$ cat src/rtl/vector_write_sequencer_if.sv
// Bundle between the vector write sequencer and its environment: the request side
// (start/op/base/stride/vlen), memory back-pressure, and the generated write stream.
interface vector_write_sequencer_if #(
   parameter int ADDR_WIDTH   = 10,
   parameter int STRIDE_WIDTH = 4,
   parameter int LEN_WIDTH    = 5
);
   logic                    start;
   logic                    op_type;
   logic [ADDR_WIDTH-1:0]   base_address;
   logic [STRIDE_WIDTH-1:0] stride;
   logic [LEN_WIDTH-1:0]    vlen;
   logic                    mem_ready;
   logic                    wr_en;
   logic [ADDR_WIDTH-1:0]   wr_address;
   logic [LEN_WIDTH-1:0]    elem_idx;
   logic                    busy;
   logic                    write_done;

   // master = execute stage plus memory port; slave = the sequencer itself
   modport master (
      output start, op_type, base_address, stride, vlen, mem_ready,
      input  wr_en, wr_address, elem_idx, busy, write_done
   );

   modport slave (
      input  start, op_type, base_address, stride, vlen, mem_ready,
      output wr_en, wr_address, elem_idx, busy, write_done
   );
endinterface

$ cat src/rtl/vector_write_sequencer.sv
// Strided write-address generator: one scalar write or a burst of up to VLEN_MAX
// element writes, stalling on mem_ready, with a one-cycle write_done pulse at the end.
module vector_write_sequencer #(
   parameter int ADDR_WIDTH   = 10,
   parameter int STRIDE_WIDTH = 4,
   parameter int VLEN_MAX     = 20,
   parameter int LEN_WIDTH    = 5
) (
   input  logic                    clk,
   input  logic                    rst,
   vector_write_sequencer_if.slave bus
);

   typedef enum logic [1:0] {IDLE, WRITE, DONE} state_t;

   localparam logic [LEN_WIDTH-1:0] VLEN_MAX_L = LEN_WIDTH'(VLEN_MAX);

   state_t                  state_q;
   logic [ADDR_WIDTH-1:0]   addr_q, addr_d;
   logic [LEN_WIDTH-1:0]    idx_q, idx_d;
   logic [LEN_WIDTH-1:0]    len_q, len_d;
   logic [STRIDE_WIDTH-1:0] stride_q;
   logic                    wr_en_q, busy_q, done_q;
   logic                    last_w;

   always_comb begin
      addr_d = addr_q + ADDR_WIDTH'(stride_q);
      idx_d  = idx_q + LEN_WIDTH'(1);
      // Scalar ops are always one element; vector lengths clamp to VLEN_MAX
      if (!bus.op_type)
         len_d = LEN_WIDTH'(1);
      else if (bus.vlen > VLEN_MAX_L)
         len_d = VLEN_MAX_L;
      else
         len_d = bus.vlen;
   end

   assign last_w = (idx_d == len_q);

   always_ff @(posedge clk) begin
      if (rst) begin
         state_q <= IDLE;
         wr_en_q <= 1'b0;
         addr_q  <= '0;
         idx_q   <= '0;
         busy_q  <= 1'b0;
         done_q  <= 1'b0;
      end else begin
         case (state_q)
            IDLE: begin
               wr_en_q <= 1'b0;
               busy_q  <= 1'b0;
               done_q  <= 1'b0;
               if (bus.start) begin
                  busy_q   <= 1'b1;
                  len_q    <= len_d;
                  stride_q <= bus.stride;
                  if (len_d == '0) begin
                     state_q <= DONE;
                     done_q  <= 1'b1;
                  end else begin
                     state_q <= WRITE;
                     wr_en_q <= 1'b1;
                     addr_q  <= bus.base_address;
                     idx_q   <= '0;
                  end
               end
            end
            WRITE: begin
               if (bus.mem_ready) begin
                  if (last_w) begin
                     state_q <= DONE;
                     wr_en_q <= 1'b0;
                     done_q  <= 1'b1;
                  end else begin
                     addr_q <= addr_d;
                     idx_q  <= idx_d;
                  end
               end
            end
            DONE: begin
               state_q <= IDLE;
               busy_q  <= 1'b0;
               done_q  <= 1'b0;
            end
            default: begin
               state_q <= IDLE;
               wr_en_q <= 1'b0;
               busy_q  <= 1'b0;
               done_q  <= 1'b0;
            end
         endcase
      end
   end

   assign bus.wr_en      = wr_en_q;
   assign bus.wr_address = addr_q;
   assign bus.elem_idx   = idx_q;
   assign bus.busy       = busy_q;
   assign bus.write_done = done_q;

endmodule

$ cat src/flat_wrapper.sv
// flat-port wrapper written by rule: the top's interface ports become plain ports
module vector_write_sequencer_flat 
#(
   parameter int ADDR_WIDTH   = 10,
   parameter int STRIDE_WIDTH = 4,
   parameter int VLEN_MAX     = 20,
   parameter int LEN_WIDTH    = 5
)
  (clk, rst, bus_start, bus_op_type, bus_base_address, bus_stride, bus_vlen, bus_mem_ready, bus_wr_en, bus_wr_address, bus_elem_idx, bus_busy, bus_write_done);
  vector_write_sequencer_if #(.ADDR_WIDTH(ADDR_WIDTH), .STRIDE_WIDTH(STRIDE_WIDTH), .LEN_WIDTH(LEN_WIDTH)) bus_i ();
  input  logic clk;
  input  logic rst;
  input wire logic [$bits(bus_i.start)-1:0] bus_start;
  input wire logic [$bits(bus_i.op_type)-1:0] bus_op_type;
  input wire logic [$bits(bus_i.base_address)-1:0] bus_base_address;
  input wire logic [$bits(bus_i.stride)-1:0] bus_stride;
  input wire logic [$bits(bus_i.vlen)-1:0] bus_vlen;
  input wire logic [$bits(bus_i.mem_ready)-1:0] bus_mem_ready;
  output wire logic [$bits(bus_i.wr_en)-1:0] bus_wr_en;
  output wire logic [$bits(bus_i.wr_address)-1:0] bus_wr_address;
  output wire logic [$bits(bus_i.elem_idx)-1:0] bus_elem_idx;
  output wire logic [$bits(bus_i.busy)-1:0] bus_busy;
  output wire logic [$bits(bus_i.write_done)-1:0] bus_write_done;
  assign bus_i.start = bus_start;
  assign bus_i.op_type = bus_op_type;
  assign bus_i.base_address = bus_base_address;
  assign bus_i.stride = bus_stride;
  assign bus_i.vlen = bus_vlen;
  assign bus_i.mem_ready = bus_mem_ready;
  assign bus_wr_en = bus_i.wr_en;
  assign bus_wr_address = bus_i.wr_address;
  assign bus_elem_idx = bus_i.elem_idx;
  assign bus_busy = bus_i.busy;
  assign bus_write_done = bus_i.write_done;
  vector_write_sequencer #(.ADDR_WIDTH(ADDR_WIDTH), .STRIDE_WIDTH(STRIDE_WIDTH), .VLEN_MAX(VLEN_MAX), .LEN_WIDTH(LEN_WIDTH)) u_core (.clk(clk), .rst(rst), .bus(bus_i));
endmodule
$ cat config.mk
export PLATFORM = sky130hd
export DESIGN_NAME = vector_write_sequencer_flat
export DESIGN_NICKNAME = d
export VERILOG_FILES = /design/src/rtl/vector_write_sequencer_if.sv /design/src/rtl/vector_write_sequencer.sv /design/src/flat_wrapper.sv
export SDC_FILE = /design/constraint.sdc
export NUM_CORES = 1
export LEC_CHECK = 0
export CORE_MARGIN = 3
export CORE_UTILIZATION = 29
export CTS_BUF_LIST = sky130_fd_sc_hd__clkbuf_4 sky130_fd_sc_hd__clkbuf_8
export CTS_CLUSTER_SIZE = 24
export DETAILED_ROUTE_END_ITERATION = 10
export GPL_ROUTABILITY_DRIVEN = 0
export PLACE_DENSITY = 0.52
export SKIP_LAST_GASP = 1
export SLEW_MARGIN = 40
export SYNTH_ARGS = -nofsm -noshare
export SYNTH_HDL_FRONTEND = slang
export SYNTH_SLANG_ARGS = --single-unit
$ cat constraint.sdc
create_clock -name clk -period 5.11 [get_ports clk]
set_clock_uncertainty 0.05 [all_clocks]
set_input_delay 1.533 -clock clk [delete_from_list [all_inputs] [get_ports clk]]
set_output_delay 1.533 -clock clk [all_outputs]
set_load 0.1 [all_outputs]
==> results of run 1 <==
==> synthesized netlist by cell type (2+ instances only) <==
master                      number  area, µm²
sky130_fd_sc_hd__dfxtp_1        20        400
sky130_fd_sc_hd__nor2_1         14       52.6
sky130_fd_sc_hd__a21oi_1        13       65.1
sky130_fd_sc_hd__nand2_1        10       37.5
sky130_fd_sc_hd__edfxtp_1        9        270
sky130_fd_sc_hd__inv_1           9       33.8
sky130_fd_sc_hd__nand3_1         9       45.0
sky130_fd_sc_hd__a211oi_1        6       45.0
sky130_fd_sc_hd__nand2b_1        6       37.5
sky130_fd_sc_hd__ha_1            5       62.6
sky130_fd_sc_hd__nor3_1          5       25.0
sky130_fd_sc_hd__o21ai_0         5       25.0
sky130_fd_sc_hd__a31oi_1         4       25.0
sky130_fd_sc_hd__and3_1          4       25.0
sky130_fd_sc_hd__nand3b_1        4       30.0
sky130_fd_sc_hd__o2111ai_1       4       35.0
sky130_fd_sc_hd__a21o_1          3       22.5
sky130_fd_sc_hd__and2_1          3       18.8
sky130_fd_sc_hd__clkbuf_8        3       41.3
sky130_fd_sc_hd__xnor2_1         3       26.3
sky130_fd_sc_hd__buf_2           2       10.0
sky130_fd_sc_hd__clkbuf_1        2       7.51
sky130_fd_sc_hd__nand4_1         2       12.5
sky130_fd_sc_hd__nand4b_1        2       17.5
sky130_fd_sc_hd__nor4_1          2       12.5
sky130_fd_sc_hd__o211ai_1        2       15.0
sky130_fd_sc_hd__or4_1           2       15.0
sky130_fd_sc_hd__xor2_2          2       32.5
==> power by group <==
| group | switching, mW | total, mW | leakage [nW] | internal [mW] |
|---|---|---|---|---|
| Combinational | 0.161 | 0.226 | 0.586 | 0.0649 |
| Sequential | 0.0170 | 0.272 | 0.248 | 0.255 |
| Clock | 0.0939 | 0.243 | 0.0563 | 0.149 |
| Total | 0.272 | 0.742 | 0.890 | 0.469 |
==> cell type report <==
type / instances / area (µm²) / share of cell area
Clock inverter: 2 / 33.8 / 0.0146
Clock buffer: 6 / 76.3 / 0.0330
Timing Repair Buffer: 43 / 335 / 0.145
Tap cell: 75 / 93.8 / 0.0406
Sequential cell: 29 / 671 / 0.290
Multi-Input combinational cell: 146 / 1060 / 0.460
Inverter: 10 / 37.5 / 0.0163
==> final timing paths <==
| kind | from | cells after the start | slack [ps] | to |
|---|---|---|---|---|
| setup / recovery | bus_vlen[2] | 5 | 1760 | u_core.bus.wr_address[1]$_SDFFE_PP0P_ |
| setup reg to reg | u_core.bus.wr_address[0]$_SDFFE_PP0P_ | 8 | 2650 | u_core.bus.wr_address[8]$_SDFFE_PP0P_ |
| hold reg to reg | u_core.bus.busy$_SDFFE_PP0N_ | 2 | 430 | u_core.bus.busy$_SDFFE_PP0N_ |
| hold / removal | u_core.bus.busy$_SDFFE_PP0N_ | 2 | 430 | u_core.bus.busy$_SDFFE_PP0N_ |
==> layer usage <==
layer  vias to the layer above  track usage  routed length [µm]
li1                        824            -                   -
met1                       787        0.185                2380
met2                        42        0.216                2090
met3                         5       0.0380                 244
met4                         0       0.0340                  54
met5                         -            0                   0
==> state kept, by name, summed over array words and instances, names as in the netlist <==
name,flops
u_core.bus.busy,1
u_core.stride_q,4
u_core.state_q,2
u_core.bus.elem_idx,5
u_core.len_q,5
u_core.bus.wr_en,1
u_core.bus.write_done,1
u_core.bus.wr_address,10
==> cell families after synthesis <==
logic type	count (synthesis)
AOI/OAI and AO/OA	59
xor gates and xnor gates	6
adders and majority gates	6
buffers and inverters	21
DFF	29
muxes	1
and+or+nand+nor	74
==> critical path, cell delays in order <==
cell and delay (ps):
sky130_fd_sc_hd__clkdlybuf4s50_1 430, sky130_fd_sc_hd__or4_4 560, sky130_fd_sc_hd__o211ai_4 290, sky130_fd_sc_hd__nand2_1 300
sky130_fd_sc_hd__a221oi_1 360
==> through the flow <==
stage	hold WS (ps)	std cells	setup WS, ps	instance area [µm²]
after floorplan	460	196	1960	1870
after global placement	427	303	1470	2290
after detailed placement	420	303	1440	2200
after CTS	433	311	1750	2310
after global routing	469	311	1680	2310
final	430	311	1760	2310
==> results.md, run 1 <==
Synth:
- The cell count after synthesis is 196.
- Of the total synthesized cell area, the portion taken by XOR and XNOR cells is 0.0361.
- The mean cell area of the mapped netlist is 9.56 µm².
- The area of the mapped netlist is 1870 µm².
- The number of synthesized register bits is 29.
- Of the total synthesized cell area, the portion taken by full adders, half adders and majority gates is 0.0441.
- The multiplexer share of the synthesized area is 0.00534.
- The number of enable-type register cells in the synthesized netlist is 9.
- The fraction of the mapped netlist area in compound gates is 0.250.
- The number of warnings issued by yosys is 0.
- Of the total synthesized cell area, the portion taken by AND, OR, NAND and NOR gates is 0.232.
- The main combinational cell family by area after synthesis is compound AO/OA/AOI/OAI gates.
- The most used flip-flop cell after synthesis is sky130_fd_sc_hd__dfxtp_1.
- Synthesis instantiated 69 different standard cells from the library.
- The number of nets handed over by synthesis was 226.
- The share of flip-flops with an asynchronous set or reset after synthesis is 0.
- The sequential element share of the synthesized area is 0.358.

Finish:
- Fill cells in the final layout number 652.
- From synthesis to final layout, the design area changed by 23.3%.
- The final antenna diode count is 0.
- Leaving out fill and tap cells, the most frequent cell in the layout is sky130_fd_sc_hd__clkdlybuf4s50_1.
- The utilization after layout is 0.379.
- In the layout the commonest cells are sky130_fd_sc_hd__clkdlybuf4s50_1, sky130_fd_sc_hd__dfxtp_1, sky130_fd_sc_hd__buf_2.
- In the final layout, the share of cells above drive strength 1 is 0.199.
- The net total in the final layout is 265.

Timing:
- Dividing the final minimum period by the clock period gives 0.655.
- The final number of max-transition violations is 0.
- The final setup violation count is 0.
- The count of final hold-check violations is 0.
- The slew of the pin with the lowest slew margin is 770 ps.
- Timing would allow up to 299 MHz.
- The remaining max-slew budget at the tightest pin is 0.483.
- The clock period could shrink to 3350 ps.
- The sum of negative setup slack is 0 ps.
- Setup repair after global routing left no endpoint under its margin.

Setup path:
- For the worst setup path, the data required time is 5240 ps.
- The worst setup path is of the input port to register kind.
- At the worst endpoint, the arrival time is 3480 ps.
- The kind of end point of the critical path is a register.
- The category of the worst setup path launch point is an input port.
- Of all nets on the critical path, the largest fanout is 8.

Global route:
- The number of antenna violations at the first check in global routing is 0.
- The overall overflow remaining after global route is 0.
- The first global-routing pass estimated 8.14 mm of wire.
- The global routing usage summed across all routing layers is 0.137.
- The via count of the first global-routing pass is 1627.
- Entering global routing, the biggest net connects 25 pins.

Clocking:
- The maximum level of the CTS H-tree is 2.
- TritonCTS built the clock tree.
- TritonCTS created 5 clock buffers.
- Post-CTS timing repair inserted 0 buffers for setup.
- The total of hold buffers inserted after clock tree synthesis is 0.
- The longest clock path from root to sink contains 2 buffers.
- The clock drives 29 sinks.
- Once the clock tree was built, the resizer swapped 0 gates to a different size.
- Clock-pin slew was measured on the worst setup and hold paths at 60 ps.
- In this run the clock root is driven by a sky130_fd_sc_hd__clkbuf_8.
- At the later pin of the worst-skew pair, clock insertion delay measures 290 ps.

Die:
- The initial core utilization is 0.307.
- The die footprint is 7460 µm².
- For this design the top-level I/O count stands at 42.
- Measured along the y axis, the die boundary spans 86.4 µm.
- The total area inside the core boundary comes to 6100 µm².
- The die span in x is 86.4 µm.
- The row count is 28.

Routing:
- For this run, the detailed router's first-pass iteration total came to 4.
- The via density per instance is 5.33.
- The detailed-route wire length per cell is 15.4 µm.
- The count of antenna-violating nets left after detailed routing is 0.
- For this block, the routed nets add up to 4.78 mm of wire.
- Detailed routing inserted a total of 1658 vias.
- The detailed router's first-iteration violation count is 84.
- The DRC violation count after routing is 0.

Min path:
- The path class of the tightest hold or removal check is register to register.

Run status:
- The flow ran to the end, and the final reports show no timing, DRC or antenna violations.

Power and ir drop:
- In this run the static leakage power is 0.890 nW.
- IR analysis of the VDD net gives a maximum drop of 0.138 mV.
- Dividing total power by cell area gives a power density of 321 nW/µm².
- The overall power consumption is 0.742 mW.

Run:
- The number of violations of the max-capacitance limit is 0.

Place:
- The detailed placer's ending HPWL is 3.44 mm.
- In this run the tool buffered the top-level ports with 41 buffer cells.
Note: power is estimated with default switching activity, not from simulation.
==> run 2: changes to the inputs <==
--- a/config.mk
+++ b/config.mk
@@ -11,7 +11,7 @@
 export CTS_CLUSTER_SIZE = 24
 export DETAILED_ROUTE_END_ITERATION = 10
 export GPL_ROUTABILITY_DRIVEN = 0
-export PLACE_DENSITY = 0.52
+export PLACE_DENSITY = 0.54
 export SKIP_LAST_GASP = 1
 export SLEW_MARGIN = 40
 export SYNTH_ARGS = -nofsm -noshare
==> constraint.sdc (replaced) <==
create_clock -name clk -period 3 [get_ports clk]
set_clock_uncertainty 0.05 [all_clocks]
set_input_delay 0.9 -clock clk [delete_from_list [all_inputs] [get_ports clk]]
set_output_delay 0.9 -clock clk [all_outputs]
set_load 0.1 [all_outputs]
==> run 2 against run 1 <==
  * Count of clock-buffer cells in the layout up 2
  * Combinational power up 79%
  * Cell area up 3.1%
  * Die area unchanged
  * Largest power group unchanged
==> results.md, run 2 (synthesis gave the netlist of run 1 again) <==
Timing:
- The count of final hold-check violations came to 0 (unchanged).
- The post-route worst setup slack is 373 ps (was 1760 ps).
- The routed design could run at a clock period as short as 2630 ps.
- The remaining max-slew budget at the tightest pin was 0.611 (was 0.483).
- Of the available clock period, the critical path in the final layout requires 0.876.
- The achievable clock frequency is 381 MHz.
- The final number of max-transition violations is 0 (unchanged).
- The final setup violation count is 0 (unchanged).
- The sum of negative setup slack is 0 ps (unchanged).
- Unrepaired setup endpoints after global routing: no (unchanged).
- The slew of the pin with the lowest slew margin is 581 ps (was 770 ps).

Power and ir drop:
- The worst IR drop on VDD is 0.287 mV (was 0.138 mV).
- The fraction of power spent switching nets came to 0.375 (was 0.367).
- The total power density per cell area is 508 nW/µm² (was 321 nW/µm²).
- The overall power consumption was 1.21 mW (was 0.742 mW).
- The static leakage is 0.914 nW (was 0.890 nW).
- The switching power came to 0.454 mW (was 0.272 mW).
- The power share of the sequential group came to 0.386 (was 0.367).
- The cell internal power dissipation is 0.756 mW (was 0.469 mW).
- The proportion of power drawn by combinational gates came to 0.334 (was 0.305).
- The fraction of power consumed by the clock network was 0.280 (was 0.328).

Finish:
- The synthesis-to-finish area growth came to 27.2% (was 23.3%).
- The final non-filler cell area is 2380 µm² (was 2310 µm²).
- Leading cell types in the layout, fill and taps excluded: sky130_fd_sc_hd__buf_4, sky130_fd_sc_hd__clkdlybuf4s50_1, sky130_fd_sc_hd__dfxtp_1 (was sky130_fd_sc_hd__clkdlybuf4s50_1, sky130_fd_sc_hd__dfxtp_1, sky130_fd_sc_hd__buf_2).
- The net total in the final layout is 271 (was 265).
- The number of flip-flops in the largest register is 10 (unchanged).
- The filler-free cell count of the finished design came to 317 (was 311).
- The final antenna diode count is 0 (unchanged).
- The fraction of final layout cells with drive strength greater than 1 is 0.227 (was 0.199).
- The commonest non-fill, non-tap cell in the layout is sky130_fd_sc_hd__buf_4 (was sky130_fd_sc_hd__clkdlybuf4s50_1).

Global route:
- The global routing usage summed across all routing layers is 0.133 (was 0.137).
- The highest-utilization routing layer at the global route stage is met2 (unchanged).
- The via count of the first global-routing pass is 1618 (was 1627).
- The met2 track utilization from global routing came to 0.210 (was 0.216).
- The pin count of the biggest net entering global routing is 24 (was 25).
- The number of antenna violations at the first check in global routing is 0 (unchanged).
- The wire length of the first global-routing pass came to 7.87 mm (was 8.14 mm).
- The met1 track demand over resource is 0.179 (was 0.185).
- The met3 track demand over resource in global routing is 0.0285 (was 0.0380).
- The overall overflow remaining after global route is 0 (unchanged).

Min path:
- The cell depth of the worst min-delay path was 2 (unchanged).
- The worst min-delay path endpoint is u_core.bus.busy$_SDFFE_PP0N_ (unchanged).
- The class of the worst hold path is register to register (unchanged).
- The beginning of the worst hold path is u_core.bus.busy$_SDFFE_PP0N_ (unchanged).

Clocking:
- The number of buffers created by CTS is 5 (unchanged).
- The clock tree from TritonCTS is built (unchanged).
- The cell at the root of the clock tree is sky130_fd_sc_hd__clkbuf_8 (unchanged).
- The post-CTS resize count is 0 (unchanged).
- The post-CTS setup-driven buffer insertion count is 0 (unchanged).
- The clock tree buffer depth is 2 (unchanged).
- The total of hold buffers inserted after clock tree synthesis is 0 (unchanged).
- The latest clock arrival within the worst-skew pair is 280 ps (was 290 ps).
- The clock-pin transition on the worst setup and hold timing paths came to 70 ps (was 60 ps).
- The maximum level of the CTS H-tree is 2 (unchanged).
- The number of sinks driven by the clock tree is 29 (unchanged).

Die:
- The die footprint was 7460 µm² (unchanged).
- The core footprint is 6100 µm² (unchanged).
- The row count is 28 (unchanged).
- The die span in x is 86.4 µm (unchanged).
- The initial core utilization came to 0.307 (unchanged).
- The overall die height is 86.4 µm (unchanged).
- The top-level I/O count is 42 (unchanged).

Place:
- The total cell area at the placement stage was 2290 µm² (was 2200 µm²).
- The count of input and output buffers is 41 (unchanged).
- The cell total after placement is 309 (was 303).
- The detailed placer's ending HPWL is 3.53 mm (was 3.44 mm).
- The worst slack after detailed placement is 91.3 ps (was 1440 ps).

Routing:
- The via density per instance came to 5.25 (was 5.33).
- The detailed router's first-iteration violation count is 102 (was 84).
- The total wire length was 4.80 mm (was 4.78 mm).
- The DRC violation count after routing is 0 (unchanged).
- The count of antenna-violating nets left after detailed routing is 0 (unchanged).
- The length of the first detailed-routing pass in iterations was 4 (unchanged).
- The detailed-route wire length per cell came to 15.1 µm (was 15.4 µm).
- The total via count after detailed routing is 1663 (was 1658).

Setup path:
- The kind of end point of the critical path is a register (unchanged).
- The launch instance of the worst register-to-register path is u_core.bus.wr_address[0]$_SDFFE_PP0P_ (unchanged).
- The data required time at the worst endpoint is 3130 ps (was 5240 ps).
- The length in cells of the worst reg-to-reg path came to 8 (unchanged).
- The worst-path maximum fanout is 8 (unchanged).
- The terminus of the critical flop-to-flop path is u_core.bus.wr_address[8]$_SDFFE_PP0P_ (unchanged).
- The register-to-register setup slack was 570 ps (was 2650 ps).
- The category of the worst setup path launch point is an input port (unchanged).
- The arrival time reported for the critical path endpoint is 2760 ps (was 3480 ps).
- The critical path class is input port to register (unchanged).

Run:
- The number of violations of the max-capacitance limit was 0 (unchanged).

Run status:
- Result of the run: finished clean (unchanged).
[run 2: cell count changes in the layout (fill, tap and decap cells not counted), sizes merged]
cell,change
buf,+6
bufinv,-1
clkbuf,+2
clkinv,-1
[run 2: power groups by stage]
stage               clock (mW)  sequential [mW]  combinational, mW
floorplan                    0            0.611              0.168
global placement             0            0.475              0.404
detailed placement           0            0.476              0.405
CTS                      0.350            0.467              0.406
global route             0.368            0.471              0.433
finish                   0.338            0.467              0.404
[run 2: area by class of cell]
| type | count | area [µm²] |
|---|---|---|
| Clock buffer | 8 | 91.3 |
| Fill cell | 642 | 3710 |
| Inverter | 10 | 37.5 |
| Multi-Input combinational cell | 146 | 1060 |
| Sequential cell | 29 | 672 |
| Tap cell | 75 | 93.8 |
| Timing Repair Buffer | 49 | 425 |
[run 2: how the worst max path moves through the flow]
stage	end	start	slack (ps)	cells after the start
2_1_floorplan	u_core.bus.wr_address[8]$_SDFFE_PP0P_	u_core.bus.wr_address[1]$_SDFFE_PP0P_	40	7
3_3_place_gp	u_core.bus.wr_address[7]$_SDFFE_PP0P_	bus_vlen[2]	110	5
3_5_place_dp	u_core.bus.wr_address[7]$_SDFFE_PP0P_	bus_vlen[2]	90	5
4_1_cts	u_core.bus.wr_address[7]$_SDFFE_PP0P_	bus_vlen[2]	380	5
5_1_grt	u_core.bus.wr_address[7]$_SDFFE_PP0P_	bus_vlen[2]	270	5
6_report	u_core.bus.wr_address[7]$_SDFFE_PP0P_	bus_vlen[2]	370	5
[run 2: stage by stage]
step	hold slack [ps]	utilization
2_1_floorplan	460	-
3_3_place_gp	426	0.376
3_5_place_dp	425	0.376
4_1_cts	435	0.391
5_1_grt	455	0.391
6_report	430	0.391
[run 2: routing by layer]
metal | wire (µm) | part of all wire
met5 | 0 | 0
met4 | 14 | 0.0029
met1 | 2260 | 0.47
met3 | 207 | 0.043
met2 | 2320 | 0.48
[run 2: worst max-delay path, cell delays in order]
cell and delay (ps):
sky130_fd_sc_hd__clkdlybuf4s50_1 440, sky130_fd_sc_hd__or4_4 570, sky130_fd_sc_hd__o211ai_4 230, sky130_fd_sc_hd__nand2_1 270, sky130_fd_sc_hd__a2111oi_2 350
==> run 3: changes to the inputs <==
--- a/config.mk
+++ b/config.mk
@@ -11,7 +11,6 @@
 export CTS_CLUSTER_SIZE = 24
 export DETAILED_ROUTE_END_ITERATION = 10
 export GPL_ROUTABILITY_DRIVEN = 0
-export PLACE_DENSITY = 0.54
 export SKIP_LAST_GASP = 1
 export SLEW_MARGIN = 40
 export SYNTH_ARGS = -nofsm -noshare
==> run 3 against run 2 <==
  * Register-to-register slack hardly changed
  * Cell count decreased by 0.63%
  * Worst hold slack better by 4.6 ps
  * Sequential power hardly changed
  * Setup slack better by 33 ps
  * Flip-flop and latch count is the same
  * Critical path depth unchanged
  * Core utilization increased by 0.27 points
  * Die area stayed put
  * Count of clock-buffer cells in the layout fell by 3
  * Highest routed layer unchanged
==> results.md, run 3 (synthesis gave the netlist of run 1 again) <==
Global route:
- The pin count of the biggest net entering global routing is 25 (was 24).
- The global routing usage summed across all routing layers came to 0.134 (was 0.133).
- The number of antenna violations at the first check in global routing was 0 (unchanged).
- The wire length of the first global-routing pass is 7.90 mm (was 7.87 mm).
- The via count of the first global-routing pass is 1609 (was 1618).
- The overall overflow remaining after global route is 0 (unchanged).

Timing:
- The post-route worst setup slack is 406 ps (was 373 ps).
- The achievable clock frequency was 385 MHz (was 381 MHz).
- Unrepaired setup endpoints after global routing: no (unchanged).
- The sum of negative setup slack is 0 ps (unchanged).
- The final number of max-transition violations is 0 (unchanged).
- The remaining max-slew budget at the tightest pin came to 0.698 (was 0.611).
- The count of final hold-check violations was 0 (unchanged).
- The final period utilization is 0.865 (was 0.876).
- The final setup violation count is 0 (unchanged).
- The slew of the pin with the lowest slew margin is 453 ps (was 581 ps).
- The final period demand of the worst path was 2590 ps (was 2630 ps).

Finish:
- The filler cell count in the final layout is 631 (was 642).
- The final antenna diode count is 0 (unchanged).
- The utilization after layout is 0.393 (was 0.391).
- Leading cell types in the layout, fill and taps excluded: sky130_fd_sc_hd__clkdlybuf4s50_1, sky130_fd_sc_hd__buf_4, sky130_fd_sc_hd__dfxtp_1 (was sky130_fd_sc_hd__buf_4, sky130_fd_sc_hd__clkdlybuf4s50_1, sky130_fd_sc_hd__dfxtp_1).
- The footprint of the multi-input gates came to 1060 µm² (unchanged).
- The number of flip-flops in the largest register was 10 (unchanged).
- The flip-flop and latch area was 672 µm² (unchanged).
- The synthesis-to-finish area growth is 28.1% (was 27.2%).
- The net total in the final layout is 269 (was 271).
- The fraction of final layout cells with drive strength greater than 1 is 0.217 (was 0.227).
- The final non-filler cell area is 2400 µm² (was 2380 µm²).

Setup path:
- Critical path, cell by cell: clkdlybuf4s50_1, or4_4, o211ai_4, nand2_1, a2111oi_2 (unchanged).
- The kind of end point of the critical path is a register (unchanged).
- The data required time at the worst endpoint came to 3140 ps (was 3130 ps).
- The slowest library cell on the worst path is sky130_fd_sc_hd__or4_4 (unchanged).
- The launch instance of the worst register-to-register path is u_core.bus.wr_address[0]$_SDFFE_PP0P_ (unchanged).
- The start point of the critical path is bus_vlen[2] (unchanged).
- The worst-path maximum fanout is 8 (unchanged).
- The stage delay of the slowest cell on the critical path was 570 ps (about the same).
- The arrival time reported for the critical path endpoint was 2730 ps (was 2760 ps).
- The category of the worst setup path launch point is an input port (unchanged).
- The critical path class is input port to register (unchanged).

Min path:
- The class of the worst hold path is register to register (unchanged).
- The beginning of the worst hold path is u_core.bus.busy$_SDFFE_PP0N_ (unchanged).

Clocking:
- The latest clock arrival within the worst-skew pair is 290 ps (was 280 ps).
- The clock tree from TritonCTS is built (unchanged).
- The maximum level of the CTS H-tree is 2 (unchanged).
- The post-CTS resize count came to 0 (unchanged).
- The post-CTS setup-driven buffer insertion count came to 0 (unchanged).
- The clock-pin transition on the worst setup and hold timing paths is 70 ps (about the same).
- The total of hold buffers inserted after clock tree synthesis came to 0 (unchanged).
- The number of buffers created by CTS is 5 (unchanged).
- The number of sinks driven by the clock tree is 29 (unchanged).
- The cell at the root of the clock tree is sky130_fd_sc_hd__clkbuf_8 (unchanged).
- The clock tree buffer depth came to 2 (unchanged).

Die:
- The core footprint is 6100 µm² (unchanged).
- The die footprint is 7460 µm² (unchanged).
- The overall die height is 86.4 µm (unchanged).
- The top-level I/O count is 42 (unchanged).
- The row count is 28 (unchanged).
- The initial core utilization is 0.307 (unchanged).
- The die span in x is 86.4 µm (unchanged).

Routing:
- The length of the first detailed-routing pass in iterations was 4 (unchanged).
- The DRC violation count after routing is 0 (unchanged).
- The count of antenna-violating nets left after detailed routing is 0 (unchanged).
- The total wire length is 4.70 mm (was 4.80 mm).
- The detailed router's first-iteration violation count is 110 (was 102).
- The detailed-route wire length per cell is 14.9 µm (was 15.1 µm).
- The via density per instance came to 5.22 (was 5.25).
- The total via count after detailed routing is 1644 (was 1663).

Run status:
- Result of the run: finished clean (unchanged).

Place:
- The detailed placer's ending HPWL is 3.46 mm (was 3.53 mm).
- The total cell area at the placement stage is 2290 µm² (about the same).
- The count of input and output buffers is 41 (unchanged).
- The worst slack after detailed placement is 116 ps (was 91.3 ps).

Power and ir drop:
- The total power density per cell area was 532 nW/µm² (was 508 nW/µm²).
- The static leakage is 0.911 nW (was 0.914 nW).
- The worst IR drop on VDD is 0.188 mV (was 0.287 mV).

Run:
- The number of violations of the max-capacitance limit is 0 (unchanged).
run 3: changes by cell type in the layout (fill, tap and decap cells not counted), sizes merged:
cell	before	now
buf	26	24
bufinv	0	1
clkbuf	8	5
clkinv	1	2
clkinvlp	0	1
run 3: cell type report:
type                            count  share of cell area
Multi-Input combinational cell    146               0.443
Sequential cell                    29               0.280
Timing Repair Buffer               47               0.176
Tap cell                           75              0.0391
Clock buffer                        5              0.0287
Clock inverter                      3              0.0172
Inverter                           10              0.0156
run 3: power by group:
part           leakage, nW  switching [mW]  internal (mW)  total [mW]
clock               0.0518           0.163          0.244       0.408
sequential           0.248          0.0301          0.435       0.465
combinational        0.611           0.275          0.129       0.404
total                0.911           0.469          0.808        1.28
run 3: final timing paths:
check | slack (ps) | to | depth (start not counted)
setup / recovery | 410 | u_core.bus.wr_address[7]$_SDFFE_PP0P_ | 5
hold / removal | 430 | u_core.bus.busy$_SDFFE_PP0N_ | 2
setup reg to reg | 580 | u_core.bus.wr_address[8]$_SDFFE_PP0P_ | 8
hold reg to reg | 430 | u_core.bus.busy$_SDFFE_PP0N_ | 2
run 3: per-stage QoR:
stage / hold slack [ps] / std cells / power, mW
finish: 435 / 315 / 1.28
global route: 447 / 315 / 1.34
floorplan: 460 / 196 / 0.779
CTS: 435 / 315 / 1.28
global placement: 420 / 307 / 0.875
detailed placement: 421 / 307 / 0.878
run 3: worst max-delay path, delay by kind of cell:
kind | cells | cell delay, ps
simple gates | 2 | 830
compound gates | 2 | 560
buf+inv | 1 | 440
run 3: layer usage:
metal	routed length (µm)	GRT usage
met4	59	0.0467
met2	2160	0.200
met5	0	0
met1	2220	0.184
met3	254	0.0390
